<file path="config.mk">
export PLATFORM = sky130hd
export DESIGN_NAME = case_sel_mux
export DESIGN_NICKNAME = d
export VERILOG_FILES = /design/src/rtl/case_sel_mux.sv
export SDC_FILE = /design/constraint.sdc
export NUM_CORES = 1
export LEC_CHECK = 0
export BUFFER_PORTS_ARGS = -buffer_cell sky130_fd_sc_hd__buf_2
export CAP_MARGIN = 10
export CORE_ASPECT_RATIO = 1.5
export CORE_MARGIN = 4
export CORE_UTILIZATION = 30
export CTS_BUF_LIST = sky130_fd_sc_hd__clkbuf_4
export DETAILED_ROUTE_END_ITERATION = 16
export SYNTH_ARGS = -nofsm -noshare
export SYNTH_HDL_FRONTEND = slang
export SYNTH_SLANG_ARGS = --single-unit
</file>
<file path="constraint.sdc">
create_clock -name clk -period 1.9 [get_ports clk]
set_clock_uncertainty 0.05 [all_clocks]
set_input_delay 0.19 -clock clk [delete_from_list [all_inputs] [get_ports clk]]
set_output_delay 0.19 -clock clk [all_outputs]
set_load 0.05 [all_outputs]
</file>
<file path="src/rtl/case_sel_mux.sv">
// Priority/unique case-select mux with a single registered valid/ready output stage.
// Flags no-match and unique-violation beats and keeps saturating counters of both.
module case_sel_mux #(
   parameter int            N_CH         = 4,
   parameter int            DW           = 8,
   parameter int            MODE         = 0,
   parameter int            NOMATCH_MODE = 0,
   parameter logic [DW-1:0] DEFAULT_VAL  = '0,
   parameter int            CNT_W        = 8,
   localparam int           IW           = $clog2(N_CH)
) (
   input  logic                 clk,
   input  logic                 rst_n,
   input  logic                 in_valid,
   output logic                 in_ready,
   input  logic [N_CH-1:0]      sel_vec,
   input  logic [N_CH*DW-1:0]   data_in,
   output logic                 out_valid,
   input  logic                 out_ready,
   output logic [DW-1:0]        out_data,
   output logic [IW-1:0]        out_idx,
   output logic                 out_hit,
   output logic                 out_multi,
   output logic                 out_none,
   input  logic                 clr_cnt,
   output logic [CNT_W-1:0]     multi_cnt,
   output logic [CNT_W-1:0]     none_cnt
);

   logic             out_valid_q;
   logic [DW-1:0]    out_data_q, out_data_d;
   logic [IW-1:0]    out_idx_q, out_idx_d;
   logic             out_hit_q, out_multi_q, out_none_q;
   logic [DW-1:0]    last_q;
   logic [CNT_W-1:0] multi_cnt_q, multi_cnt_d;
   logic [CNT_W-1:0] none_cnt_q, none_cnt_d;

   logic             accept;
   logic             hit, multi;
   logic [DW-1:0]    sel_data;

   assign in_ready = rst_n & (~out_valid_q | out_ready);
   assign accept   = in_valid & in_ready;

   // Descending scan so the lowest set index is the last assignment and wins.
   always_comb begin
      out_idx_d = '0;
      sel_data  = '0;
      for (int i = N_CH - 1; i >= 0; i--) begin
         if (sel_vec[i]) begin
            out_idx_d = IW'(i);
            sel_data  = data_in[i*DW +: DW];
         end
      end
      hit   = |sel_vec;
      multi = (sel_vec & (sel_vec - N_CH'(1))) != '0;
   end

   always_comb begin
      out_data_d = sel_data;
      if (!hit) begin
         out_data_d = (NOMATCH_MODE != 0) ? DEFAULT_VAL : last_q;
      end
   end

   always_comb begin
      multi_cnt_d = multi_cnt_q;
      none_cnt_d  = none_cnt_q;
      if (clr_cnt) begin
         multi_cnt_d = '0;
         none_cnt_d  = '0;
      end else if (accept) begin
         if ((MODE != 0) && multi && (multi_cnt_q != '1)) begin
            multi_cnt_d = multi_cnt_q + CNT_W'(1);
         end
         if (!hit && (none_cnt_q != '1)) begin
            none_cnt_d = none_cnt_q + CNT_W'(1);
         end
      end
   end

   always_ff @(posedge clk) begin
      if (!rst_n) begin
         out_valid_q <= 1'b0;
         out_data_q  <= '0;
         out_idx_q   <= '0;
         out_hit_q   <= 1'b0;
         out_multi_q <= 1'b0;
         out_none_q  <= 1'b0;
         last_q      <= '0;
         multi_cnt_q <= '0;
         none_cnt_q  <= '0;
      end else begin
         if (accept) begin
            out_valid_q <= 1'b1;
            out_data_q  <= out_data_d;
            out_idx_q   <= out_idx_d;
            out_hit_q   <= hit;
            out_multi_q <= (MODE != 0) && multi;
            out_none_q  <= ~hit;
            if (hit) begin
               last_q <= sel_data;
            end
         end else if (out_ready) begin
            out_valid_q <= 1'b0;
         end
         multi_cnt_q <= multi_cnt_d;
         none_cnt_q  <= none_cnt_d;
      end
   end

   assign out_valid = out_valid_q;
   assign out_data  = out_data_q;
   assign out_idx   = out_idx_q;
   assign out_hit   = out_hit_q;
   assign out_multi = out_multi_q;
   assign out_none  = out_none_q;
   assign multi_cnt = multi_cnt_q;
   assign none_cnt  = none_cnt_q;

endmodule

</file>
==> results.toml <==
[setup_path]
required_ns = 2.07
cp-end-kind = "flip-flop"
path_class = "flip-flop to flip-flop"
reg2reg_to = "none_cnt[0]$_SDFFE_PP0P_"
rrSetupSlack_ns = 0.23
crit_chain = "ha_1, and3_1, nand3_1, o21ai_0, buf_4, mux2i_1"
cp_slowest_stage_delay_ns = 0.38
cpMaxStageDelayCell = "dfxtp_2"
r2r_start = "none_cnt[0]$_SDFFE_PP0P_"
worst_r2r_path_depth = 6
worst_setup_path_start_kind = "flip-flop"
cp_max_fo = 6
arrival_ns = 1.84

[yosys]
synth_edf_count = 0
synth_adder_area_share_pct = 1.058
synth_cell_types = 36
synth.avg_cell_area_um2 = 8.386
synth_xor_xnor_area_share_pct = 0
ys_seq_elements = 21
synthCells = 141
synth.area.mux_share_pct = 1.693
seq_area_frac_synth_pct = 35.56
synth-compound-area-share_pct = 31.64
yosys_warnings = 0
synth_top_family_by_area = "compound AO/OA/AOI/OAI gates"
async_reset_ff_share_pct = 0
yosys.area_share.simple_pct = 21.48
syn_area_um2 = 1182
ys.flop_type = "dfxtp_1"

[routing]
wirelength_um = 3366
drc = 0
ant_nets = 0
via_per_inst = 5.020
vias = 1285
drt-initial-drc-count = 66
dr.pass1.iters = 4
wire_per_inst_um = 13.15

[global_route]
overflow = 0
grt_pass1_wl_um = 5099
grt_start_max_net_pins = 18
antenna_found_initial = 0
grt_pass1_vias = 1200
track_usage_pct = 12.56

[hold_path]
min_from = "in_valid"
hold_path_depth = 2
hold_path_end = "out_valid$_SDFFE_PN0P_"
worst_hold_path_type = "input pin to flip-flop"

[pwr]
p_int_w = 0.0006328
seq_power_share_pct = 49.4
p_comb_share_pct = 26.7
p_leak_nw = 0.7727
vdd_drop_max_uv = 266.8
power_density_nw_per_um2 = 577.3
clockPowerShare_pct = 24.0
switchingPower_w = 0.0003005
p_sw_share_pct = 32.19

[sta]
finalCriticalPeriod_ns = 1.670
tightestPinTransition_ns = 0.6037
setup_viol = 0
fmaxAchievable_mhz = 598.9
rsz0062_at_grt = "no"
finalHoldViolations = 0
slew_headroom_pct = 59.61
drv_slew = 0
fin_crit_sh_pct = 87.88

[placed_design]
hpwl_um = 2793
gp_congestion = 0.8019
port_buffers = 62
dp.cells = 252

[clocking]
clk_root_buffer_cell = "clkbuf_4"
path_clk_slew_ns = 0.12
cts_resized = 0
insertion_delay_ns = 0.30
cts_sinks = 21
h-tree-depth = 1
cts_made_buffers = 3
post_cts_buffers = 0
clockBufferDepth = 2
cts_tree = "built"
cts_hold_buf = 0

[final_layout]
fin_cells = 256
diodes = 0
utilization_pct = 43.11
fin_nets = 256
drive_above_1_share_pct = 40.38
syn2layout_area_growth_pct = 36.72

[floorplan]
die_w_um = 59.26
rows = 27
start_util_pct = 31.53
core-area_um2 = 3750
die_area_um2 = 5031
fp.dieH_um = 84.89
io_pins = 72

[job]
maxCapViolCount = 0

[status]
status = "completed"
per-layer routing:
layer / global-route usage [%] / part of all wire, %
met1: 13.32 / 39
met2: 23.48 / 49
met4: 3.711 / 0.39
met5: 0 / 0
met3: 2.892 / 12
worst max-delay path by stage:
stage                             startpoint                  endpoint  slack (ns)  cells past startpoint
finish              none_cnt[0]$_SDFFE_PP0P_  none_cnt[0]$_SDFFE_PP0P_        0.23                      6
global route        none_cnt[0]$_SDFFE_PP0P_  none_cnt[0]$_SDFFE_PP0P_        0.03                      6
CTS                 none_cnt[0]$_SDFFE_PP0P_  none_cnt[0]$_SDFFE_PP0P_        0.22                      6
detailed placement                sel_vec[0]  none_cnt[6]$_SDFFE_PP0P_       -0.05                      5
global placement                  sel_vec[0]  none_cnt[6]$_SDFFE_PP0P_       -0.02                      5
floorplan             out_valid$_SDFFE_PN0P_  none_cnt[6]$_SDFFE_PP0P_        0.04                      4
through the flow:
stage                     worst slack, ns  hold WS [ns]  total power (W)  instance area (um^2)   TNS, ns
after CTS                          0.2202       0.07183        0.0009546                  1617         0
after global routing              0.02566       0.07713        0.0009918                  1617         0
final                              0.2304       0.08751        0.0009333                  1617         0
after floorplan                   0.03682        0.2641        0.0006481                  1215         0
after detailed placement         -0.04549        0.4019        0.0007213                  1587  -0.04549
after global placement           -0.01924        0.3973        0.0007203                  1587  -0.01924
power groups by stage:
| stage | sequential [W] | clock (W) | combinational (W) |
|---|---|---|---|
| after global placement | 0.000470 | 0 | 0.000250 |
| after CTS | 0.000461 | 0.000243 | 0.000251 |
| after floorplan | 0.000521 | 0 | 0.000127 |
| after detailed placement | 0.000471 | 0 | 0.000250 |
| after global routing | 0.000463 | 0.000261 | 0.000268 |
| final | 0.000461 | 0.000224 | 0.000249 |
cells in the final DEF, fill, tap and decap left out, types with 4 or more instances in the layout:
cell type and count:
buf_2 62, dfxtp_1 19, nand2_1 18, buf_4 13, a21boi_0 10, conb_1 9, a22oi_1 8, o22ai_1 8
a211o_1 8, o21ai_0 6, nor2_1 5, nand2b_1 4, and3_1 4, clkbuf_4 4
layout make-up:
type	instances	area, um^2
clock buffer	4	30.03
fill	424	2133
inverter	2	7.507
multi-input combinational	111	694.4
sequential	21	422.9
tap	43	53.80
timing repair buffer	75	407.9
synthesized netlist by cell type, types with 4 or more instances:
library cell   n  area [um^2]
buf_4          9        67.56
o21ai_0        6        30.03
nand2_1       18        67.56
and3_1         4        25.02
a21boi_0      10        75.07
a22oi_1        8        60.06
o22ai_1        8        50.05
nor2_1         5        18.77
nand2b_1       4        25.02
clkbuf_1       5        18.77
dfxtp_1       21        420.4
a211o_1        8        70.07
sequential cells by signal (all words and copies together), names as in the netlist:
| name | count |
|---|---|
| out_none | 1 |
| none_cnt | 8 |
| out_hit | 1 |
| out_valid | 1 |
| out_idx | 2 |
| last_q | 8 |
critical path, delay by kind of cell (launching register included):
| kind | cells | cell delay [ns] |
|---|---|---|
| compound gates | 1 | 0.33 |
| fa+ha+maj | 1 | 0.17 |
| buf+inv | 1 | 0.19 |
| flops | 1 | 0.38 |
| mux | 1 | 0.16 |
| simple gates | 2 | 0.33 |
logic make-up (layout without fill, tap and decap cells):
group / after synthesis / after routing
other: 1 / 9
AND/OR/NAND/NOR: 48 / 48
buffers and inverters: 17 / 81
multiplexers: 2 / 2
adder cells (fa/ha/maj): 1 / 1
AO/OA/AOI/OAI: 51 / 51
flip-flops: 21 / 21
(Power assumes the default switching activity.)
